## src/rtl/brq_pkg.sv

```systemverilog
// Package for the branch resolve queue.
// Holds the default widths, the instruction size used for the
// fall-through PC and the logical layout of one queue entry.
package brq_pkg;

  localparam int BRQ_PC_W   = 32;
  localparam int BRQ_IDX_W  = 8;
  localparam int INSN_BYTES = 4;

  // Logical entry layout at the default PC width. Storage keeps the same
  // field order {pc, pred_taken, pred_target} as a flat vector so that
  // non-default PC_W values still work.
  typedef struct packed {
    logic [BRQ_PC_W-1:0] pc;
    logic                pred_taken;
    logic [BRQ_PC_W-1:0] pred_target;
  } brq_entry_t;

endpackage

```

## src/rtl/branch_resolve_queue_storage.sv

```systemverilog
// brq_storage: DEPTH-entry register array for the branch resolve queue.
// Ports: clk; we/waddr/wdata single write port; raddr/rdata
// combinational read (used for the head entry).
module brq_storage #(
  parameter int DEPTH   = 4,
  parameter int ENTRY_W = 65,
  parameter int PTR_W   = $clog2(DEPTH)
) (
  input  logic               clk,
  input  logic               we,
  input  logic [PTR_W-1:0]   waddr,
  input  logic [ENTRY_W-1:0] wdata,
  input  logic [PTR_W-1:0]   raddr,
  output logic [ENTRY_W-1:0] rdata
);

  logic [ENTRY_W-1:0] mem_q [DEPTH];

  // Entry payload needs no reset: occupancy is tracked by the count register.
  always_ff @(posedge clk) begin
    if (we) begin
      mem_q[waddr] <= wdata;
    end
  end

  assign rdata = mem_q[raddr];

endmodule

```

## src/rtl/branch_resolve_queue.sv

```systemverilog
// branch_resolve_queue: in-order queue of in-flight predicted branches.
// Fetch enqueues (enq_*); execute resolves the oldest (res_*). Each fired
// resolve produces a registered predictor update (upd_*) one cycle later
// and, on a mispredict, a one-cycle flush pulse with redirect_pc.
// count reports occupancy; enq_ready = not full (from registered count).
// Optional build macro BRQ_STATS_EN adds stat_resolved / stat_mispred
// saturating 32-bit counters.
// Reset: rst, synchronous, active-high.
module branch_resolve_queue
  import brq_pkg::*;
#(
  parameter int DEPTH = 4,
  parameter int PC_W  = BRQ_PC_W,
  parameter int IDX_W = BRQ_IDX_W
) (
  input  logic                   clk,
  input  logic                   rst,
  input  logic                   enq_valid,
  input  logic [PC_W-1:0]        enq_pc,
  input  logic                   enq_pred_taken,
  input  logic [PC_W-1:0]        enq_pred_target,
  output logic                   enq_ready,
  input  logic                   res_valid,
  input  logic                   res_taken,
  input  logic [PC_W-1:0]        res_target,
  output logic                   upd_valid,
  output logic [IDX_W-1:0]       upd_addr,
  output logic                   upd_taken,
  output logic                   mispredict,
  output logic [PC_W-1:0]        redirect_pc,
  output logic [$clog2(DEPTH):0] count
`ifdef BRQ_STATS_EN
  ,
  output logic [31:0]            stat_resolved,
  output logic [31:0]            stat_mispred
`endif
);

  localparam int PTR_W   = $clog2(DEPTH);
  localparam int CNT_W   = PTR_W + 1;
  localparam int ENTRY_W = 2 * PC_W + 1;

  logic [PTR_W-1:0]   head_q, head_d, tail_q, tail_d;
  logic [CNT_W-1:0]   count_q, count_d;
  logic               upd_valid_q, upd_valid_d;
  logic [IDX_W-1:0]   upd_addr_q, upd_addr_d;
  logic               upd_taken_q, upd_taken_d;
  logic               mispredict_q, mispredict_d;
  logic [PC_W-1:0]    redirect_pc_q, redirect_pc_d;

  logic               enq_fire, res_fire, mis, we;
  logic [ENTRY_W-1:0] head_entry, wdata;
  logic [PC_W-1:0]    h_pc, h_target, correct_pc;
  logic               h_taken;

  brq_storage #(.DEPTH(DEPTH), .ENTRY_W(ENTRY_W), .PTR_W(PTR_W)) u_storage (
    .clk   (clk),
    .we    (we),
    .waddr (tail_q),
    .wdata (wdata),
    .raddr (head_q),
    .rdata (head_entry)
  );

  assign wdata    = {enq_pc, enq_pred_taken, enq_pred_target};
  assign h_pc     = head_entry[ENTRY_W-1 -: PC_W];
  assign h_taken  = head_entry[PC_W];
  assign h_target = head_entry[PC_W-1:0];

  assign enq_ready = (count_q != CNT_W'(DEPTH));
  assign enq_fire  = enq_valid && enq_ready;
  assign res_fire  = res_valid && (count_q != {CNT_W{1'b0}});

  // A not-taken prediction's target is irrelevant, so only compare targets
  // when the branch was actually taken.
  assign mis = res_fire &&
               ((res_taken != h_taken) || (res_taken && (res_target != h_target)));
  assign correct_pc = res_taken ? res_target : (h_pc + PC_W'(INSN_BYTES));

  // Wrong-path enqueues are dropped in the flush cycle.
  assign we = enq_fire && !mis;

  // Next-state for pointers, occupancy and the registered update outputs.
  always_comb begin
    head_d        = head_q;
    tail_d        = tail_q;
    count_d       = count_q;
    upd_valid_d   = res_fire;
    upd_addr_d    = upd_addr_q;
    upd_taken_d   = upd_taken_q;
    mispredict_d  = mis;
    redirect_pc_d = redirect_pc_q;
    if (res_fire) begin
      upd_addr_d  = h_pc[IDX_W-1:0];
      upd_taken_d = res_taken;
    end else begin
      upd_addr_d  = upd_addr_q;
    end
    if (mis) begin
      head_d        = tail_q;
      count_d       = {CNT_W{1'b0}};
      redirect_pc_d = correct_pc;
    end else begin
      head_d  = head_q + PTR_W'(res_fire);
      tail_d  = tail_q + PTR_W'(enq_fire);
      count_d = count_q + CNT_W'(enq_fire) - CNT_W'(res_fire);
    end
  end

  // State and output registers.
  always_ff @(posedge clk) begin
    if (rst) begin
      head_q        <= '0;
      tail_q        <= '0;
      count_q       <= '0;
      upd_valid_q   <= 1'b0;
      upd_addr_q    <= '0;
      upd_taken_q   <= 1'b0;
      mispredict_q  <= 1'b0;
      redirect_pc_q <= '0;
    end else begin
      head_q        <= head_d;
      tail_q        <= tail_d;
      count_q       <= count_d;
      upd_valid_q   <= upd_valid_d;
      upd_addr_q    <= upd_addr_d;
      upd_taken_q   <= upd_taken_d;
      mispredict_q  <= mispredict_d;
      redirect_pc_q <= redirect_pc_d;
    end
  end

  assign upd_valid   = upd_valid_q;
  assign upd_addr    = upd_addr_q;
  assign upd_taken   = upd_taken_q;
  assign mispredict  = mispredict_q;
  assign redirect_pc = redirect_pc_q;
  assign count       = count_q;

`ifdef BRQ_STATS_EN
  logic [31:0] stat_resolved_q, stat_resolved_d;
  logic [31:0] stat_mispred_q, stat_mispred_d;

  // Saturating event counters.
  always_comb begin
    stat_resolved_d = stat_resolved_q;
    stat_mispred_d  = stat_mispred_q;
    if (res_fire && (stat_resolved_q != 32'hFFFF_FFFF)) begin
      stat_resolved_d = stat_resolved_q + 32'd1;
    end
    if (mis && (stat_mispred_q != 32'hFFFF_FFFF)) begin
      stat_mispred_d = stat_mispred_q + 32'd1;
    end
  end

  // Statistics registers.
  always_ff @(posedge clk) begin
    if (rst) begin
      stat_resolved_q <= 32'd0;
      stat_mispred_q  <= 32'd0;
    end else begin
      stat_resolved_q <= stat_resolved_d;
      stat_mispred_q  <= stat_mispred_d;
    end
  end

  assign stat_resolved = stat_resolved_q;
  assign stat_mispred  = stat_mispred_q;
`endif

endmodule

```

## config.mk

```make
export PLATFORM = sky130hd
export DESIGN_NAME = branch_resolve_queue
export DESIGN_NICKNAME = d
export VERILOG_FILES = /design/src/rtl/brq_pkg.sv /design/src/rtl/branch_resolve_queue_storage.sv /design/src/rtl/branch_resolve_queue.sv
export SDC_FILE = /design/constraint.sdc
export NUM_CORES = 1
export LEC_CHECK = 0
export CORE_MARGIN = 2
export CORE_UTILIZATION = 60
export DETAILED_ROUTE_END_ITERATION = 8
export GPL_TIMING_DRIVEN = 0
export PLACE_DENSITY_LB_ADDON = 0.3
export REMOVE_ABC_BUFFERS = 1
export SKIP_CTS_REPAIR_TIMING = 1
export SLEW_MARGIN = 20
export SYNTH_ARGS = -nofsm -noshare
export SYNTH_HDL_FRONTEND = slang
export SYNTH_HIERARCHICAL = 1
export SYNTH_SLANG_ARGS = --single-unit
```

## constraint.sdc

```tcl
create_clock -name clk -period 20.2 [get_ports clk]
set_input_delay 4.04 -clock clk [delete_from_list [all_inputs] [get_ports clk]]
set_output_delay 4.04 -clock clk [all_outputs]
set_load 0.02 [all_outputs]
```

==> impl_metrics.env <==
export IMPL_dieWidth_um=150
export IMPL_reg2reg_from="head_q[0]"
export IMPL_crit_reg2reg_capture="u_storage/mem_q[2][25]"
export IMPL_synth_cells=750
export IMPL_dr_pass1_iters=7
export IMPL_yosys_warnings=6
export IMPL_ys_types=50
export IMPL_yosysSeqAreaShare=0.693
export IMPL_crit_chain="clkdlybuf4s50_1 > xor2_1 > nor4_1 > nand4_1 > nor3_2 > nor2_1 > nor2_1 > and3b_4 > buf_12"
export IMPL_power_leakage_nw=5.02
export IMPL_grt_pass1_vias=7754
export IMPL_path_clk_slew_ns=0.06
export IMPL_n_antenna_cell=0
export IMPL_reg2reg_slack_ns=15.45
export IMPL_grt_pass1_wl_um=43800
export IMPL_viasPerCell=6.22
export IMPL_cpMostUsedCell="nor2_1"
export IMPL_clock_sinks=310
export IMPL_synth_area_top_cells="edfxtp_1 61%, mux4_2 12%, dfxtp_1 7.9%, xor2_1 3.1%, nand2_1 1.3%"
export IMPL_grt_ovfl_total=0
export IMPL_antenna_found_initial=0
export IMPL_timing_hold_ws_ns=0.459
export IMPL_initial_core_util=0.608
export IMPL_outcome="completed"
export IMPL_powerDensity_nw_per_um2=132
export IMPL_max_stage_delay_ns=0.70
export IMPL_cts_path_max_buffers=3
export IMPL_endpoint_kind="flip-flop"
export IMPL_cp_start_kind="input port"
export IMPL_yosys_area_top_type="edfxtp_1"
export IMPL_dp_hpwl_um=18900
export IMPL_path_class="input port to flip-flop"
export IMPL_numCtsBuffers=30
export IMPL_r2r_cells=10
export IMPL_clock_latency_ns=0.54
export IMPL_fillers=1224
export IMPL_synth_area_um2=12700
export IMPL_avgRoutedWirePerCell_um=23.5
export IMPL_crit_start="res_target[30]"
export IMPL_drtIter0Drc=736
export IMPL_fmax_mhz=137
export IMPL_synth_edf_count=260
export IMPL_hold_path_class="flip-flop to flip-flop"
export IMPL_cts_max_level=1
export IMPL_io_buffers=148
export IMPL_drt_total_wl_um=28400
export IMPL_core_area_um2=20900
export IMPL_grt_max_degree=41
export IMPL_finalCritPeriodShare=0.360
export IMPL_die_area_um2=22400
export IMPL_synthFlopType="edfxtp_1"
export IMPL_finalSetupViolCount=0
export IMPL_critPathCapture="u_storage/mem_q[2][25]"
export IMPL_cts_tree="built"
export IMPL_drc=0
export IMPL_crit_fanout=33
export IMPL_maxCapViolCount=0
export IMPL_cp_arrival_ns=7.50
export IMPL_ys_ff_latch=310
export IMPL_vias=7515
export IMPL_hp_start="upd_addr[1]"
export IMPL_hold_viol=0
export IMPL_cts_root_buffer="clkbuf_16"
export IMPL_ant_nets=0
export IMPL_std_cell_rows=53
export IMPL_maxSlewHeadroom=0.295
export IMPL_peakVddDrop_mv=0.0794
export IMPL_track_usage=0.261
export IMPL_finalClockSkew_ns=0.00823
export IMPL_avgSynthCellArea_um2=16.9
export IMPL_rsz0062_at_grt="false"
export IMPL_crit_path_top_delay_cell="and3b_4"
export IMPL_area_growth_syn_to_layout_pct=21.6
export IMPL_drive_above_1_share=0.162
export IMPL_fin_util=0.740
export IMPL_tightestPinTransition_ns=1.05
export IMPL_die_h_um=150
export IMPL_finalMaxSlewViolations=0
export IMPL_finalCriticalPeriod_ns=7.28
export IMPL_gp_congestion=0.856
export IMPL_synth_top_cell_area_share=0.614
export IMPL_worstPathRequired_ns=20.43
export IMPL_io_pins=149
export IMPL_async_flop_share=0
export IMPL_tns_ns=0
export IMPL_nNetsFinal=1017
cells in the final DEF, fill, tap and decap left out, drive strengths merged, types with 2 or more instances in the layout:
| cell type | n |
|---|---|
| ha | 5 |
| or4 | 3 |
| nor2b | 2 |
| a311oi | 2 |
| bufinv | 2 |
| o41ai | 3 |
| xor2 | 45 |
| nor4 | 22 |
| a211oi | 6 |
| o21a | 8 |
| buf | 20 |
| and3b | 2 |
| nor3 | 11 |
| edfxtp | 260 |
| xnor2 | 15 |
| or2 | 2 |
| mux4 | 65 |
| inv | 12 |
| o31ai | 3 |
| a21oi | 21 |
| dfxtp | 50 |
| and4 | 3 |
| o32ai | 2 |
| and3 | 6 |
| a31o | 8 |
| nand4 | 9 |
| o21ai | 29 |
| clkbuf | 39 |
| nand2 | 43 |
| mux2i | 9 |
| mux2 | 2 |
| o211ai | 13 |
| nand3 | 18 |
| clkdlybuf4s50 | 146 |
| nor2 | 24 |
| clkinv | 15 |
per-layer routing:
metal | global-route usage | share of wire
met5 | 0 | 0
met1 | 0.350 | 0.38
met2 | 0.445 | 0.51
met4 | 0.0895 | 0.030
met3 | 0.0369 | 0.087
power breakdown:
group	switching [mW]	leakage (nW)	internal, mW
registers	0.0588	2.79	0.807
logic	0.351	1.78	0.292
clock network	0.221	0.454	0.305
state kept, by name, indices dropped and copies added, names as in the netlist:
signal / flops
count: 3
head_q: 2
mispredict: 1
redirect_pc: 32
tail_q: 2
u_storage/mem_q: 260
upd_addr: 8
upd_taken: 1
upd_valid: 1
worst max-delay path: cells and delay by family:
family                    cells  cell delay, ns
and+or+nand+nor               6            2.45
xor gates and xnor gates      1            0.17
buffers and inverters         2            0.80
layout make-up:
class | count | area [um^2] | share of cell area
flip-flops and latches | 310 | 8820 | 0.570
multi-input cells | 388 | 3630 | 0.235
repair buffers | 166 | 1690 | 0.109
clock buffers | 39 | 806 | 0.0521
well taps | 275 | 344 | 0.0223
clock inverters | 17 | 126 | 0.00817
inverters | 13 | 48.8 | 0.00316
synth_stat cells (all sizes together) (5+ instances only):
cell type	instances
a211oi	6
a21oi	21
a31o	8
and3	6
buf	14
clkbuf	25
dfxtp	50
edfxtp	260
ha	5
inv	12
mux2i	9
mux4	65
nand2	43
nand3	18
nand4	9
nor2	24
nor3	11
nor4	22
o211ai	13
o21a	8
o21ai	29
xnor2	15
xor2	45
kinds of logic after synthesis:
family | count (synthesis) | synth area share
compound gates | 97 | 0.0498
xor+xnor | 60 | 0.0413
fa+ha+maj | 6 | 0.00650
buf+inv | 52 | 0.0238
flops | 310 | 0.693
mux | 76 | 0.124
simple gates | 149 | 0.0614
worst min-delay path by stage:
| stage | end | slack [ns] | cells past startpoint |
|---|---|---|---|
| global route | upd_addr[3] | 0.48 | 2 |
| finish | upd_addr[1] | 0.46 | 2 |
| global placement | upd_addr[7] | 0.44 | 2 |
| CTS | upd_addr[1] | 0.46 | 2 |
| detailed placement | upd_addr[1] | 0.45 | 2 |
| floorplan | head_q[0] | 0.51 | 2 |
through the flow:
stage / setup WS (ns) / total power, mW / instance area (um^2) / std cells
3_3_place_gp: 2.32 / 1.50 / 14300 / 1134
4_1_cts: 13.02 / 2.04 / 15500 / 1208
3_5_place_dp: 12.51 / 1.51 / 14500 / 1152
2_1_floorplan: 8.21 / 1.29 / 12500 / 711
6_report: 12.92 / 2.03 / 15500 / 1208
5_1_grt: 12.74 / 2.12 / 15500 / 1208
(Power assumes the default switching activity.)
